### src/rtl/seg7_scan.sv
// seg7_scan: time-multiplexed 4-digit seven-segment driver with dead time, blank and blink.
module seg7_scan #(
  parameter int CLK_DIV     = 25000,
  parameter int DEAD        = 500,
  parameter int BLINK_SCANS = 250
) (
  input  logic       clk,
  input  logic       rst,
  input  logic       enable,
  input  logic [7:0] digit0,
  input  logic [7:0] digit1,
  input  logic [7:0] digit2,
  input  logic [7:0] digit3,
  output logic [3:0] an,
  output logic [6:0] seg,
  output logic       dp
);
  localparam int CW = $clog2(CLK_DIV);
  localparam logic [CW-1:0] LAST = CW'(CLK_DIV - 1);
  localparam logic [CW-1:0] DL = CW'(DEAD);
  localparam logic [9:0] SL = 10'(BLINK_SCANS - 1);
  localparam logic [6:0] FONT [16] = '{7'h40, 7'h79, 7'h24, 7'h30, 7'h19, 7'h12, 7'h02, 7'h78,
                                       7'h00, 7'h10, 7'h08, 7'h03, 7'h46, 7'h21, 7'h06, 7'h0E};
  logic [CW-1:0] cnt;
  logic [1:0] idx;
  logic [9:0] scn;
  logic blink_phase;
  logic [7:0] shadow, sel;
  logic [3:0] an_n;
  logic dark, unused;
  assign unused = ^{digit0[7], digit1[7], digit2[7], digit3[7], shadow[7]};
  always_comb begin
    sel = idx == 2'd0 ? digit0 : idx == 2'd1 ? digit1 : idx == 2'd2 ? digit2 : digit3;
    dark = cnt < DL || !enable || shadow[5] || (shadow[6] && blink_phase);
    an_n = dark ? 4'hF : ~(4'b0001 << idx);
  end
  // Shadow is captured only at slot start so a digit never tears mid-slot.
  always_ff @(posedge clk or posedge rst) begin
    if (rst) begin
      cnt <= '0;
      idx <= '0;
      scn <= '0;
      blink_phase <= 1'b0;
      shadow <= 8'h20;
      an <= 4'hF;
      seg <= 7'h7F;
      dp <= 1'b1;
    end else begin
      cnt <= cnt == LAST ? '0 : cnt + CW'(1);
      if (cnt == LAST) idx <= idx + 2'd1;
      if (cnt == LAST && idx == 2'd3) begin
        scn <= scn == SL ? '0 : scn + 10'd1;
        if (scn == SL) blink_phase <= ~blink_phase;
      end
      if (cnt == '0) shadow <= sel;
      an <= an_n;
      seg <= FONT[shadow[3:0]];
      dp <= ~shadow[4];
    end
  end
endmodule

### config.mk
export PLATFORM = sky130hd
export DESIGN_NAME = seg7_scan
export DESIGN_NICKNAME = d
export VERILOG_FILES = /design/src/rtl/seg7_scan.sv
export SDC_FILE = /design/constraint.sdc
export NUM_CORES = 1
export LEC_CHECK = 0
export ABC_AREA = 1
export CAP_MARGIN = 15
export CORE_MARGIN = 1.5
export CORE_UTILIZATION = 35
export DETAILED_ROUTE_END_ITERATION = 10
export PLACE_DENSITY = 0.68
export SKIP_LAST_GASP = 1
export SLEW_MARGIN = 15
export SYNTH_ARGS = -nofsm -noshare
export SYNTH_HDL_FRONTEND = slang
export SYNTH_SLANG_ARGS = --single-unit
### constraint.sdc
create_clock -name clk -period 2.9 [get_ports clk]
set_input_delay 0.29 -clock clk [delete_from_list [all_inputs] [get_ports clk]]
set_output_delay 0.29 -clock clk [all_outputs]
set_load 0.02 [all_outputs]
Word-level counts from Yosys, hierarchy flattened
Memories as Yosys holds them, arrays and structs flattened. A register that Yosys moved wholly into a read port is not among the register bits.
Cells that the tools add are included.

word-level totals
  register bits = 40
  bits in read-only memories = 112
  input bits = 35
  output and inout bits = 12
  memories kept = 1

cells by class
  $add $sub $neg = 3
  order comparisons = 1
  equal/unequal tests = 5
  shifts and indexed selects = 1
  muxes and demuxes = 6
  bitwise logic cells = 4
  reductions and logical operators = 9

memories
  name             depth  bits a word  rd ports  clocked after Yosys merged registers in  wr ports  line  RTL
  (no name shown)  16     7            1         1                                        0         57    seg <= FONT[shadow[3:0]];

operator list
  cell                                                         number
  2-to-1 mux 7 bit                                             3
  adder 15 x 1 -> 15 bit, second input constant                1
  equality test 15 bit, second input constant                  1
  logical NOT 15 bit                                           1
  less-than comparator 15 x 9 -> 1 bit, second input constant  1
  2-to-1 mux 15 bit                                            1
  adder 10 x 1 -> 10 bit, second input constant                1
  equality test 10 x 8 -> 1 bit, second input constant         1
  2-to-1 mux 10 bit                                            1
  inverter 4 -> 5 bit                                          1
  equality test 2 bit, second input constant                   2
  2-to-1 mux 4 bit                                             1
  inverter 4 bit                                               1
  left shift 1 x 2 -> 4 bit, first input constant              1
  logical OR 1 bit                                             3
  adder 2 x 1 -> 2 bit, second input constant                  1
  equality test 2 x 1 -> 1 bit, second input constant          1
  logical AND 1 bit                                            2
  logical NOT 2 bit                                            1
  inverter 1 bit                                               2
  AND reduction 2 bit                                          1
  logical NOT 1 bit                                            1

Longest topological paths before layout
Gate-level depths: netlist of run 1.

  depth in word-level cells = 5
  gate-level depth with buffers = 10

Worst setup path before layout of run 1
OpenSTA, ideal clock, no wires.

  path kind = register -> register
  start point = register idx[0]
  end point = register shadow[0]
  arrival time = 1243 ps
  data required time = 2783 ps
  path slack = 1540 ps
  stages on the path, launching flop included = 9
  period minus slack after synthesis = 1360 ps
  cell sequence = dfrtp_1 > inv_1 > ha_1 > clkbuf_1 > inv_1 > o211ai_1 > nand2_1 > nand2_1 > nand2_1

on the way
  longest elaborated chain between the ends = 4

RTL lines
  item                            line  RTL
  start, declared                 25    logic [1:0] idx;
  start signal, assigned          50    if (cnt == LAST) idx <= idx + 2'd1;
  equality test 2 bit             33    sel = idx == 2'd0 ? digit0 : idx == 2'd1 ? digit1 : idx == 2'd2 ? digit2 : digit3;
  2-to-1 mux 7 bit (2 in series)  33
  2-to-1 mux 7 bit *              33
  end signal, assigned            55    if (cnt == '0) shadow <= sel;
  end, declared                   28    logic [7:0] shadow, sel;

Mark *: on every way between the ends. The rest lies on a longest branch, timed or not.
A chain may end at the register's enable or synchronous reset.

Worst setup path in the final report of run 1
  start point = register an[0]
  end point = output an[0]

RTL lines
  item                    line  RTL
  start, declared         14    output logic [3:0] an,
  start signal, assigned  56    an <= an_n;

No word-level cell between the ends.

==> results of run 1 <==
[through the flow]
stage	hold WS (ps)	instance area [sq um]	setup WS [ps]	total power, uW	cells
final	391.9	3617	1166	1390	564
after global routing	420.1	3617	1037	1452	564
after CTS	399.2	3617	1161	1399	564
after detailed placement	377.8	3481	1229	822.5	556
after floorplan	360.9	2953	1515	751.2	414
after global placement	376.3	3481	1253	819.8	556
[layer usage]
layer / part of all wire [%] / global-route usage [%] / vias to the layer above
met2: 48 / 25.71 / 44
met4: 1.0 / 3.358 / 0
met3: 3.8 / 2.899 / 8
met1: 47 / 19.33 / 1213
li1: - / - / 1368
met5: 0 / 0 / -
[cell usage after synthesis, drive strengths merged]
| cell type | n |
|---|---|
| inv | 57 |
| o31ai | 1 |
| o21ai | 17 |
| a21oi | 8 |
| nand3b | 1 |
| and3 | 1 |
| nand2 | 146 |
| dfstp | 13 |
| o211ai | 7 |
| dfrtp | 34 |
| nand3 | 34 |
| nor2 | 54 |
| xor2 | 7 |
| a211oi | 1 |
| nor3 | 5 |
| and2 | 1 |
| buf | 5 |
| clkbuf | 2 |
| nand4 | 3 |
| xnor2 | 1 |
| o21bai | 2 |
| ha | 14 |
[state kept, by name, indices dropped and copies added (netlist names)]
name and count:
cnt 15, scn 10, seg 7, shadow 7, an 4, idx 2, blink_phase 1, dp 1
[cell type report]
cell class | count | area, sq um
Multi-Input combinational cell | 303 | 1508
Sequential cell | 47 | 1192
Fill cell | 827 | 4558
Inverter | 57 | 214.0
Clock inverter | 3 | 67.56
Clock buffer | 5 | 68.82
Timing Repair Buffer | 44 | 435.4
Tap cell | 105 | 131.4
[cell usage in the layout, fill, tap and decap left out, types with 8 or more instances in the layout]
cell / instances
sky130_fd_sc_hd__a21oi_1: 8
sky130_fd_sc_hd__clkdlybuf4s50_1: 42
sky130_fd_sc_hd__dfrtp_1: 34
sky130_fd_sc_hd__dfstp_2: 13
sky130_fd_sc_hd__ha_1: 14
sky130_fd_sc_hd__inv_1: 55
sky130_fd_sc_hd__nand2_1: 145
sky130_fd_sc_hd__nand3_1: 33
sky130_fd_sc_hd__nor2_1: 46
sky130_fd_sc_hd__o21ai_0: 10
[logic make-up after synthesis]
logic type	share of synthesized area (%)
AND/OR/NAND/NOR	35.21
buffers and inverters	8.559
flip-flops	40.38
AO/OA/AOI/OAI	7.542
adder cells (fa/ha/maj)	5.932
XOR/XNOR	2.373
[worst reg2reg max path, cell delays in order, from the launching register on]
cell and delay [ps]:
sky130_fd_sc_hd__dfrtp_1 420, sky130_fd_sc_hd__inv_1 100, sky130_fd_sc_hd__ha_1 380, sky130_fd_sc_hd__inv_1 220, sky130_fd_sc_hd__nand2_1 110, sky130_fd_sc_hd__nand3_1 70
sky130_fd_sc_hd__o211ai_1 120, sky130_fd_sc_hd__nand2_1 80, sky130_fd_sc_hd__nand2_1 60, sky130_fd_sc_hd__nand2_1 40
[worst max path at each step]
stage                     startpoint          end  slack [ps]  cells after the start
after floorplan                  rst  blink_phase        1520                      1
after global placement        idx[0]    shadow[4]        1250                      9
after detailed placement      idx[0]    shadow[4]        1230                      9
after CTS                      an[0]        an[0]        1160                      1
after global routing          idx[0]    shadow[2]        1040                      9
final                          an[0]        an[0]        1170                      1
[power by group through the flow]
stage	registers, uW	clock network (uW)	logic, uW
3_3_place_gp	697	0	123
3_5_place_dp	698	0	125
5_1_grt	687	626	138
2_1_floorplan	708	0	42.9
4_1_cts	686	589	125
6_report	685	582	123
==> impl_metrics.csv, run 1 <==
group,metric,value,unit
timing,timing_worst_slew_pin_value,901.1,ps
clocking,clock-root-buffer,"sky130_fd_sc_hd__clkbuf_8",
critical_path,critical_path.n_buffers_inverters,1,
power,power.switching_fraction,21.74,%
flow_run,max_cap_violations,0,
grt,grt_antenna_before_repair,0,
timing,setup_viol,0,
synthesis,synth.ff_latch_count,47,
synthesis,netlist_area,2953,sq um
route,wl_per_cell,11.26,um
grt,grt_first_pass_wirelength,10.79,mm
critical_path,critical_path.reg2reg.startpoint,"idx[0]",
synthesis,syn-num-nets,463,
die,floorplan.initialDensity,36.12,%
clocking,tritoncts,"done",
cells_and_area,layout-area-overhead-vs-synth,22.50,%
power,design_internal_power,1088,uW
power,vdd.ir_drop.worst,0.1793,mV
synthesis,synth_seq_area_share,40.38,%
timing,finalHoldViolCount,0,
power,clock_power_share,41.9,%
critical_path,critPathKind,"reg -> out",
power,power.share.sequential,49.3,%
hold_path,hp-start,"shadow[4]",
die,die_height,94.85,um
synthesis,synthDominantCellAreaShare,28.81,%
cells_and_area,finish.net_count,507,
synthesis,synthesis.yosys.warnings,0,
timing,maxClockFrequency,0.5768,GHz
die,core_area,8175,sq um
timing,totalNegativeSetupSlack,0,ps
timing,relSlewSlack,39.84,%
die,dieArea,8997,sq um
route,totalWireLength,6.353,mm
hold_path,min_delay_path_depth,1,
hold_path,hp-class,"reg -> reg",
timing,unrepaired_setup_endpoints_after_global_routing,"false",
critical_path,ff2ff_path_depth,9,
critical_path,crit_arrival,1440,ps
clocking,clock_tree.htree_level_count,2,
placed_design,port-buffer-count,42,
power,share_comb_of_total_power,8.8,%
timing,final-max-slew-violation-count,0,
grt,number_of_global_route_vias_before_repair,2447,
route,antenna_violating_nets_post_route,0,
critical_path,worstPathMaxFanout,1,
cells_and_area,post_route_cells_drive_above_1_share,8.715,%
route,drc_errors,0,
clocking,cts-buffers-inserted,5,
grt,grtUsageTotal,14.96,%
synthesis,postSynthCellCount,414,
critical_path,crit_required,2610,ps
clocking,cts_hold_buffers,0,
outcome,result_of_the_run,"finished, final reports clean",
grt,pin_count_of_the_biggest_net_entering_global_routing,45,
placed_design,gp_congestion,0.8445,
critical_path,slowest_delay,610,ps
route,drt-initial-drc-count,95,
critical_path,timing.rr.end,"shadow[4]",
route,viasPerCell,4.668,
grt,globalRouteOverflowTotal,0,
synthesis,post_synth_num_cell_types,31,
clocking,cts.repair.resized,0,
power,power.net_switching,302.2,uW
power,leakagePower,0.001773,uW
placed_design,dp_hpwl,4.833,mm
synthesis,synth.avg_cell_area,7.132,sq um
critical_path,cp-end-kind,"output port",
power,power_density,384.3,nW/um^2
timing,finClkSkew,11.46,ps
route,vias,2633,
critical_path,chain_of_cells_forming_the_critical_path,"clkdlybuf4s50_1",
die,die_w,94.85,um
clocking,cts.reportedPaths.clkPinSlew,90,ps
clocking,cts.sinks,47,
route,dr.pass1.iters,4,
synthesis,netlist_top_cells_area,"sky130_fd_sc_hd__dfrtp_1 29%, sky130_fd_sc_hd__nand2_1 18%, sky130_fd_sc_hd__dfstp_2 12%",
die,number_of_top_level_design_ports,47,
cells_and_area,final_util,44.25,%
synthesis,post-synth-top-area-cell,"sky130_fd_sc_hd__dfrtp_1",
clocking,cts_buffer_depth,2,
hold_path,hold-path-endpoint,"dp",
timing,tmin_final,1734,ps
die,cell_rows,33,
critical_path,cp_slowest_cell,"sky130_fd_sc_hd__clkdlybuf4s50_1",
timing,timing.final.crit_share,59.78,%
critical_path,worst-r2r-setup-slack,1210,ps
cells_and_area,n_antenna_cell,0,
clocking,cts_setup_buffers,0,
critical_path,critical_path.startpoint_type,"register",
clocking,clock_insertion_delay_worst_skew,310,ps
critical_path,path_delay_family,"buffers and inverters",
Note: power is estimated with default switching activity, not from simulation.
==> run 2, diff against run 1 <==
Settings changed: PLACE_DENSITY 0.68 to 0.7.
Clock period 2.9 ns to 1.47 ns, I/O delays scaled along.
==> impl_metrics.csv, run 2 (synthesis gave the netlist of run 1 again) <==
group,metric,value,unit
outcome,result_of_the_run,"finished, final reports clean",
die,die_height,94.85,um
die,cell_rows,33,
cells_and_area,final_area,3889,sq um
cells_and_area,largest_register_ff_count,15,
route,totalWireLength,6.906,mm
critical_path,worstPathMaxFanout,7,
timing,finClkSkew,11.47,ps
timing,final-max-slew-violation-count,0,
hold_path,hp-class,"in -> async",
placed_design,place_ws,-48.49,ps
route,drt-initial-drc-count,117,
critical_path,worst-r2r-setup-slack,50,ps
timing,unrepaired_setup_endpoints_after_global_routing,"true",
grt,number_of_global_route_vias_before_repair,2659,
clocking,cts_hold_buffers,0,
placed_design,port-buffer-count,42,
grt,pin_count_of_the_biggest_net_entering_global_routing,48,
clocking,cts.sinks,47,
placed_design,placement.cell_area,3659,sq um
timing,timing_worst_slew_pin_value,367.7,ps
critical_path,critical_path.startpoint_type,"register",
cells_and_area,n_antenna_cell,0,
grt,grt_first_pass_wirelength,11.62,mm
placed_design,gp_congestion,0.9389,
critical_path,crit_required,1710,ps
power,power_density,608.3,nW/um^2
clocking,clock-root-buffer,"sky130_fd_sc_hd__clkbuf_8",
clocking,cts.reportedPaths.clkPinSlew,90,ps
cells_and_area,most-common-layout-cells,"142 x sky130_fd_sc_hd__nand2_1, 50 x sky130_fd_sc_hd__inv_1, 41 x sky130_fd_sc_hd__nor2_1",
clocking,clock_tree.htree_level_count,2,
route,viasPerCell,4.680,
timing,finalHoldViolCount,0,
timing,totalNegativeSetupSlack,0,ps
timing,final_critical_path_setup_slack,45.68,ps
power,vdd.ir_drop.worst,0.3280,mV
critical_path,crit_arrival,1670,ps
route,wl_per_cell,11.69,um
cells_and_area,biggestRegsByFlops,"cnt (15), scn (10)",
die,number_of_top_level_design_ports,47,
timing,maxClockFrequency,0.7021,GHz
cells_and_area,mostFrequentLayoutCell,"sky130_fd_sc_hd__nand2_1",
cells_and_area,max_flop_register,"cnt",
cells_and_area,final_util,47.57,%
cells_and_area,layout-area-overhead-vs-synth,31.69,%
route,antenna_violating_nets_post_route,0,
clocking,tritoncts,"done",
cells_and_area,final.fill_count,795,
clocking,cts-buffers-inserted,5,
timing,tmin_final,1424,ps
die,core_area,8175,sq um
route,dr.pass1.iters,4,
critical_path,critPathKind,"reg -> reg",
critical_path,timing.rr.end,"shadow[0]",
die,die_w,94.85,um
timing,relSlewSlack,75.49,%
clocking,clock_insertion_delay_worst_skew,300,ps
critical_path,worst_setup_path_startpoint,"cnt[0]",
grt,grtUsageTotal,16.48,%
timing,timing.final.crit_share,96.89,%
grt,grt_antenna_before_repair,0,
power,leakagePower,0.001894,uW
critical_path,cp-end-kind,"register",
cells_and_area,post_route_cells_drive_above_1_share,18.31,%
die,floorplan.initialDensity,36.12,%
route,vias,2766,
grt,globalRouteOverflowTotal,0,
route,drc_errors,0,
flow_run,max_cap_violations,0,
timing,setup_viol,0,
cells_and_area,finish.net_count,534,
critical_path,ff2ff_path_depth,8,
clocking,cts_buffer_depth,2,
placed_design,dp_hpwl,5.010,mm
critical_path,critical_path.reg2reg.startpoint,"cnt[0]",
die,dieArea,8997,sq um
-- run 2: cell types whose count changed in the layout (fill, tap and decap cells not counted), moves of 3 or more --
cell	before	now
sky130_fd_sc_hd__buf_4	2	24
sky130_fd_sc_hd__clkdlybuf4s50_1	42	30
sky130_fd_sc_hd__dlygate4sd2_1	0	12
sky130_fd_sc_hd__ha_1	14	11
sky130_fd_sc_hd__ha_4	0	3
sky130_fd_sc_hd__inv_1	55	50
sky130_fd_sc_hd__inv_2	2	5
sky130_fd_sc_hd__nand2_1	145	142
sky130_fd_sc_hd__nand2_2	1	4
sky130_fd_sc_hd__nor2_1	46	41
sky130_fd_sc_hd__nor2_4	3	6
-- run 2: final cells by class --
type                            instances  area [sq um]  area share [%]
Multi-Input combinational cell        304          1622           41.70
Timing Repair inverter                  1         7.507          0.1931
Timing Repair Buffer                   69         628.1           16.15
Tap cell                              105         131.4           3.378
Clock buffer                            6         72.57           1.866
Inverter                               57         220.2           5.663
Sequential cell                        47          1195           30.73
Clock inverter                          2         12.51          0.3218
-- run 2: worst max path at each step --
stage | endpoint
global route | shadow[1]
global placement | shadow[0]
detailed placement | shadow[5]
floorplan | shadow[0]
finish | shadow[0]
CTS | blink_phase
-- run 2: through the flow --
stage               cells  power [uW]  hold slack, ps
floorplan             414        1482           324.1
global placement      578        1624           383.0
detailed placement    578        1629           381.5
CTS                   588        2409           198.2
global route          591        2488           212.4
finish                591        2366           192.2
-- run 2: critical path, stage by stage, from the launching register on --
cell and delay (ps):
sky130_fd_sc_hd__dfrtp_1 440, sky130_fd_sc_hd__buf_6 140, sky130_fd_sc_hd__inv_1 50, sky130_fd_sc_hd__ha_1 150, sky130_fd_sc_hd__and3_4 200, sky130_fd_sc_hd__nand2_2 60, sky130_fd_sc_hd__nor2_4 190, sky130_fd_sc_hd__nand2_1 80
sky130_fd_sc_hd__nand2_1 60
-- run 2: layer usage --
layer	global-route usage, %	vias up	routed length, um
met5	0	-	0
met4	6.592	0	123
met3	3.221	11	214
met2	27.26	54	3354
met1	21.01	1273	3214
li1	-	1428	-
-- run 2: timing repair --
action | CTS | global route
pin swaps | 1 | 8
endpoints found under the setup margin | 25 | 29
gates cloned | 2 | 0
buffers inserted | 0 | 3
gates resized for setup | 18 | 29
-- run 2: report_power, final --
group          leakage, uW  switching, uW  internal [uW]
clock network    0.0000412            444            333
logic              0.00127            113            124
registers         0.000581           16.9           1330
